File: config.mk
export PLATFORM = sky130hd
export DESIGN_NAME = instr_encoder_loader
export DESIGN_NICKNAME = d
export VERILOG_FILES = /design/src/rtl/instr_encoder_loader.sv
export SDC_FILE = /design/constraint.sdc
export NUM_CORES = 1
export LEC_CHECK = 0
export ABC_AREA = 1
export CAP_MARGIN = 15
export CORE_UTILIZATION = 45
export DETAILED_ROUTE_END_ITERATION = 8
export GPL_ROUTABILITY_DRIVEN = 1
export MAX_ROUTING_LAYER = met4
export PLACE_DENSITY = 0.8
export SETUP_SLACK_MARGIN = 0.15
export SLEW_MARGIN = 20
export SYNTH_ARGS = -nofsm -noshare
export SYNTH_HDL_FRONTEND = slang
export SYNTH_SLANG_ARGS = --single-unit
File: constraint.sdc
create_clock -name clk -period 1.8 [get_ports clk]
set_clock_uncertainty 0.1 [all_clocks]
set_input_delay 0.54 -clock clk [delete_from_list [all_inputs] [get_ports clk]]
set_output_delay 0.54 -clock clk [all_outputs]
set_load 0.05 [all_outputs]
File: src/rtl/instr_encoder_loader.sv
// rtl/instr_encoder_loader.sv - encodes symbolic MIPS instructions and loads them into IMEM
module instr_encoder_loader #(
  parameter int ADDR_W = 10
) (
  input  logic              clk,
  input  logic              rst_n,
  input  logic              start,
  input  logic              in_valid,
  output logic              in_ready,
  input  logic [4:0]        in_mnem,
  input  logic [4:0]        in_rs,
  input  logic [4:0]        in_rt,
  input  logic [4:0]        in_rd,
  input  logic [4:0]        in_shamt,
  input  logic [25:0]       in_imm,
  input  logic              in_last,
  output logic              mem_we,
  output logic [ADDR_W-1:0] mem_addr,
  output logic [31:0]       mem_wdata,
  input  logic              mem_busy,
  output logic [ADDR_W:0]   count,
  output logic              done,
  output logic              err
);

  typedef enum logic [1:0] {IDLE, ACCEPT, WRITE, DONE} state_t;

  state_t      state;
  logic        last_q;
  logic [5:0]  op;
  logic [5:0]  func;
  logic        is_r;
  logic        is_j;
  logic        is_shift;
  logic        enc_legal;
  logic [31:0] enc_word;

  always_comb begin
    op        = 6'b000000;
    func      = 6'b000000;
    is_r      = 1'b0;
    is_j      = 1'b0;
    is_shift  = 1'b0;
    enc_legal = 1'b1;
    case (in_mnem)
      5'd0:  begin is_r = 1'b1; func = 6'b100000; end
      5'd1:  begin is_r = 1'b1; func = 6'b100001; end
      5'd2:  begin is_r = 1'b1; func = 6'b100100; end
      5'd3:  begin is_r = 1'b1; func = 6'b100111; end
      5'd4:  begin is_r = 1'b1; func = 6'b100101; end
      5'd5:  begin is_r = 1'b1; is_shift = 1'b1; func = 6'b000000; end
      5'd6:  begin is_r = 1'b1; is_shift = 1'b1; func = 6'b000011; end
      5'd7:  begin is_r = 1'b1; is_shift = 1'b1; func = 6'b000010; end
      5'd8:  begin is_r = 1'b1; func = 6'b100010; end
      5'd9:  begin is_r = 1'b1; func = 6'b001000; end
      5'd10: begin is_r = 1'b1; func = 6'b001100; end
      5'd11: begin is_r = 1'b1; func = 6'b101010; end
      5'd12: begin is_r = 1'b1; func = 6'b101011; end
      5'd13: op = 6'b001000;
      5'd14: op = 6'b001001;
      5'd15: op = 6'b001100;
      5'd16: op = 6'b001101;
      5'd17: op = 6'b000100;
      5'd18: op = 6'b000101;
      5'd19: begin is_j = 1'b1; op = 6'b000010; end
      5'd20: begin is_j = 1'b1; op = 6'b000011; end
      5'd21: op = 6'b100011;
      5'd22: op = 6'b101011;
      5'd23: op = 6'b001010;
      default: enc_legal = 1'b0;
    endcase

    // jr and syscall ignore most fields so stray operands never leak into the word
    if (is_r) begin
      if (in_mnem == 5'd9)
        enc_word = {6'b000000, in_rs, 15'd0, func};
      else if (in_mnem == 5'd10)
        enc_word = 32'h0000000C;
      else
        enc_word = {6'b000000, is_shift ? 5'd0 : in_rs, in_rt, in_rd,
                    is_shift ? in_shamt : 5'd0, func};
    end else if (is_j) begin
      enc_word = {op, in_imm};
    end else begin
      enc_word = {op, in_rs, in_rt, in_imm[15:0]};
    end
  end

  assign in_ready = (state == ACCEPT);

  always_ff @(posedge clk or negedge rst_n) begin
    if (!rst_n) begin
      state     <= IDLE;
      last_q    <= 1'b0;
      mem_we    <= 1'b0;
      mem_addr  <= '0;
      mem_wdata <= '0;
      count     <= '0;
      done      <= 1'b0;
      err       <= 1'b0;
    end else if (start) begin
      state  <= ACCEPT;
      mem_we <= 1'b0;
      count  <= '0;
      done   <= 1'b0;
      err    <= 1'b0;
    end else begin
      case (state)
        ACCEPT: if (in_valid) begin
          if (!enc_legal) begin
            err <= 1'b1;
            if (in_last) begin
              state <= DONE;
              done  <= 1'b1;
            end
          end else if (count[ADDR_W]) begin
            // memory already full: drop the item and end the load
            err   <= 1'b1;
            state <= DONE;
            done  <= 1'b1;
          end else begin
            mem_wdata <= enc_word;
            mem_addr  <= count[ADDR_W-1:0];
            mem_we    <= 1'b1;
            last_q    <= in_last;
            state     <= WRITE;
          end
        end
        WRITE: if (!mem_busy) begin
          mem_we <= 1'b0;
          count  <= count + (ADDR_W+1)'(1);
          if (last_q) begin
            state <= DONE;
            done  <= 1'b1;
          end else begin
            state <= ACCEPT;
          end
        end
        default: ;
      endcase
    end
  end

endmodule

; After elaboration in Yosys (flattened, before gate mapping)
; Cells that the tools add are included.
[op_classes]
n_lt_le_gt_ge = 0
n_eq_ne = 34
shifts = 0
mux = 41
reduce_logical = 15
n_mul = 0
n_div = 0
bitwise_logic = 2
add_sub_neg = 1
[op_table]
columns = operator, count
row1 = $pmux W6 S11, 2
row2 = $mux W26, 3
row3 = $eq A5 B4 Y1 const B, 8
row4 = $eq A5 B5 Y1 const B, 8
row5 = $mux W11, 3
row6 = $mux W32, 1
row7 = $reduce_or A24 Y1, 1
row8 = $mux W1, 21
row9 = $eq A5 B3 Y1 const B, 4
row10 = $ne A3 B3 Y1 const B, 5
row11 = $reduce_or A13 Y1, 1
row12 = $mux W2, 6
row13 = $add A11 B1 Y11 const B, 1
row14 = $eq A5 B2 Y1 const B, 2
row15 = $mux W5, 2
row16 = $reduce_and A5 Y1, 2
row17 = $reduce_and A6 Y1, 1
row18 = $reduce_bool A2 Y1, 3
row19 = $eq A5 B1 Y1 const B, 1
row20 = $logic_not A5 Y1, 1
row21 = $ne A4 B2 Y1 const B, 1
row22 = $ne A4 B4 Y1 const B, 1
row23 = $pmux W1 S2, 2
row24 = $pmux W2 S2, 1
row25 = other kinds (11), 12
[word_totals]
mem_bits_rw = 0
wordCells = 101
memories = 0
latchBits = 0
output_inout_bits = 57
romBits = 0
regBits = 59

; Depth between registers and ports, before layout
[logic_depth]
depth_word = 7
mapped_depth = 10
mapped_depth_nobuf = 10

; Worst setup path before layout
; OpenSTA, ideal clock, no wires.
[synth_timing]
kind = register to register
from = reg count[3]
to = reg count[7]
stages_incl_launch_ff = 9
arrival_time_ns = 1.634
setup_time_ns = 0.071
setup_slack_ns = -0.005
cell_sequence = dfrtp_1 inv_1 nor3_1 nand2_1 nor2_1 nand2_1 o21ai_0 nand2_1 nor2_1
[synth_via]
elab_chain_cells = 4
[synth_lines]
columns = item, line_no
row1 = "start, declared", 21  ; output logic [ADDR_W:0] count,
row2 = "start signal, assigned", 131  ; count <= count + (ADDR_W+1)'(1);
row3 = $add A11 B1 Y11, 131
row4 = $mux W11, 129  ; WRITE: if (!mem_busy) begin
row5 = $mux W11, 108  ; case (state)
row6 = $mux W11, 101  ; end else if (start) begin
; Every way passes these cells. The select of a mux whose other input is x is not followed.
; A chain may end at the register's enable or synchronous reset.

; Final worst setup path
[layout_timing]
from = in in_mnem[3]
to = reg mem_wdata[3]
[layout_via]
elab_chain_cells = 5
[layout_lines]
columns = item, line_no
row1 = "start, declared", 10  ; input logic [4:0] in_mnem,
row2 = $eq A5 B4 Y1 (tied with other cells), 45  ; case (in_mnem)
row3 = $pmux W6 S11, 45
row4 = $mux W26, 77  ; else if (in_mnem == 5'd10)
row5 = $mux W26, 75  ; if (in_mnem == 5'd9)
row6 = $mux W32, 74  ; if (is_r) begin
row7 = "end signal, assigned", 122  ; mem_wdata <= enc_word;
row8 = "end, declared", 19  ; output logic [31:0] mem_wdata,
; Several ways; a longest one is shown, not always the timed one.

==> results.toml <==
[worst_hold_path]
hp-class = "primary input to async pin"

[critical_path]
crit_type = "primary input to register"
crit_fanout = 5
crit_buf_inv = 4
startpoint_type = "primary input"
end_kind = "register"
critPathArrivalTime_ps = 2140
worstSetupStartpoint = "in_mnem[3]"
worstPathRequired_ps = 1990
path_cells = "clkbuf_2 > inv_2 > nor2_4 > nand2_2 > nand2_2 > buf_4 > nor2_4 > buf_12 > nand4_1 > nand2_1 > nand2_1 > nand2_2"
critical-path-top-delay-family = "simple AND/OR/NAND/NOR gates"
path_common_cell = "nand2_2"
max_stage_delay_ps = 190
rr_startpoint = "state[1]"
crit_slowest_cell = "nor2_4"

[finish]
drive_gt1_frac = 0.501
fin_nets = 678
fin_area_sq_um = 6570
fin_cells = 722
areaGrowthSynthToFinish_pct = 106

[grt]
antenna_found_initial = 1
grt_pass1_vias = 4083
grt_max_degree = 59
grt_remaining_overflow = 0
grt_pass1_wl_microns = 20100
grt_use_total = 0.369

[placed_design]
placed_cells = 673
detailed_place_hpwl_microns = 7580
placed_area_sq_um = 5360
io_buffers = 112
place_congestion = 0.953

[floorplanning]
fp-row-count = 30
dieArea_sq_um = 7430
start_util = 0.467
io_pins = 114
die_x_microns = 86.2
die_y_microns = 86.2
design.core.area_sq_um = 6830

[outcome]
status = "finished, violations left"
failed_checks = "setup timing"

[clock_tree]
cts_buffer_depth = 2
cts_inserted_buffers = 9
clock_sinks = 58
cts-root-buf = "clkbuf_8"
path_clk_slew_ps = 100
h-tree-depth = 3
cts_tree = "done"
holdBufCountCts = 0
insertion_delay_ps = 370

[power_and_ir_drop]
pwr-share-clk = 0.179
p_seq_frac = 0.279
leakage_nw = 3.06
peakVddDrop_mv = 0.891
switching_share = 0.444
intPower_w = 0.00455
powerDensity_nw_per_um2 = 1250
comb_power_share = 0.542
switching_power_w = 0.00363

[synthesis]
ys_ff_latch = 58
syn_area_per_cell_sq_um = 7.47
synth.net_count = 485
netlist-cell-type-count = 32
yosys_warnings = 0
postSynthCellCount = 427
netlist_area_sq_um = 3190
synth_seq_area_share = 0.455

[job]
drv_cap = 0

[sta]
finalSetupViolCount = 29
rsz0062_at_grt = "true"
setup_tns_ps = -1770
min_period_ps = 1950
fin_crit_sh = 1.08
max_freq_ghz = 0.514
fin_ws_ps = -147
slew_viol_final = 0
hold_viol = 0

[detailed_routing]
route.detailed.drc = 0
num_vias = 4773
wire_per_inst_microns = 26.1
firstDrtPassIters = 6
ant_nets = 0
drt_iter0_drc = 653
via_per_inst = 6.61
drt_wl_total_microns = 18900
-- state kept, by name, indices dropped and copies added (netlist names) --
register / count
mem_wdata: 31
last_q: 1
count: 11
mem_addr: 10
done: 1
mem_we: 1
state: 2
err: 1
-- routing by layer --
layer | share of wire | wire (microns) | track usage | vias to the layer above
met5 | 0 | 0 | - | -
met4 | 0.097 | 1820 | 0.202 | 0
met3 | 0.13 | 2450 | 0.0752 | 206
met2 | 0.47 | 8820 | 0.646 | 560
met1 | 0.31 | 5770 | 0.392 | 2205
li1 | - | - | - | 1802
-- cells in the mapped netlist, drive strengths merged --
library cell	n	area (sq um)
a211oi	1	7.51
a21oi	16	80.1
a31oi	1	6.26
and3	1	6.26
buf	14	97.6
clkbuf	3	11.3
conb	1	3.75
dfrtp	58	1450
ha	1	12.5
inv	40	150
nand2	137	524
nand3	33	188
nand4	24	150
nor2	43	199
nor3	10	55.1
nor4	1	6.26
o211ai	5	37.5
o21ai	31	155
o311ai	1	8.76
o31ai	1	7.51
or2	5	31.3
-- cell usage in the layout, fill, tap and decap left out, types with 10 or more instances in the layout --
cell type,count
buf_6,15
nand3_1,22
clkdlybuf4s50_1,47
nor2_1,25
nand3_2,10
nand2_1,66
dfrtp_1,50
nand2_4,26
o21ai_0,12
nor2_4,12
nand2_2,45
o21ai_2,12
clkbuf_8,10
inv_1,29
buf_4,55
buf_12,64
nand4_1,24
-- power groups by stage --
stage          Combinational, W  Clock, W  Sequential (W)
2_1_floorplan          0.000584         0         0.00307
3_3_place_gp            0.00360         0         0.00207
3_5_place_dp            0.00364         0         0.00209
4_1_cts                 0.00384   0.00137         0.00208
5_1_grt                 0.00456   0.00148         0.00230
6_report                0.00444   0.00146         0.00228
-- per-stage QoR --
| step | hold WS, ps | setup slack (ps) | power (W) | util |
|---|---|---|---|---|
| final | 64.0 | -147 | 0.00818 | 0.961 |
| after global routing | 103 | -345 | 0.00834 | 0.961 |
| after CTS | 117 | 0.0568 | 0.00729 | 0.875 |
| after detailed placement | 361 | -656 | 0.00574 | 0.785 |
| after global placement | 361 | -547 | 0.00567 | 0.785 |
| after floorplan | 144 | 155 | 0.00366 | - |
-- repair_timing --
action	in CTS	in global routing
setup buffers	11	11
resized for setup	83	150
pin swaps	13	46
setup endpoints to repair	59	56
cloned	8	2
-- layout make-up --
| cell class | instances | area [sq um] |
|---|---|---|
| clock buffers | 11 | 141 |
| flip-flops and latches | 58 | 1460 |
| multi-input cells | 313 | 2010 |
| diodes | 1 | 2.50 |
| fillers | 157 | 265 |
| well taps | 96 | 120 |
| inverters | 40 | 169 |
| clock inverters | 5 | 77.6 |
| repair inverters | 2 | 25.0 |
| repair buffers | 196 | 2560 |
-- final timing paths --
path / end / slack (ps) / depth (start not counted)
max in group asynchronous: count[6] / 1210 / 2
setup reg to reg: mem_addr[4] / -90 / 9
setup / recovery: mem_wdata[3] / -150 / 12
hold / removal: mem_wdata[10] / 60 / 2
hold reg to reg: count[5] / 460 / 1
min in group clk: done / 430 / 3
-- worst reg2reg max path, delay by kind of cell (launching register included) --
kind,cells,cell delay [ps]
buffers and inverters,5,600
AO/OA/AOI/OAI,1,190
AND/OR/NAND/NOR,3,500
flip-flops,1,400
-- kinds of logic (layout without fill, tap and decap cells) --
kind of cell,count (synthesis),count (layout),share of synthesized area
and+or+nand+nor,254,255,0.364
buffers and inverters,57,254,0.0812
adders and majority gates,1,1,0.00392
AOI/OAI and AO/OA,56,56,0.0949
DFF,58,58,0.455
other,1,2,0.00118
Note: power is estimated with default switching activity, not from simulation.
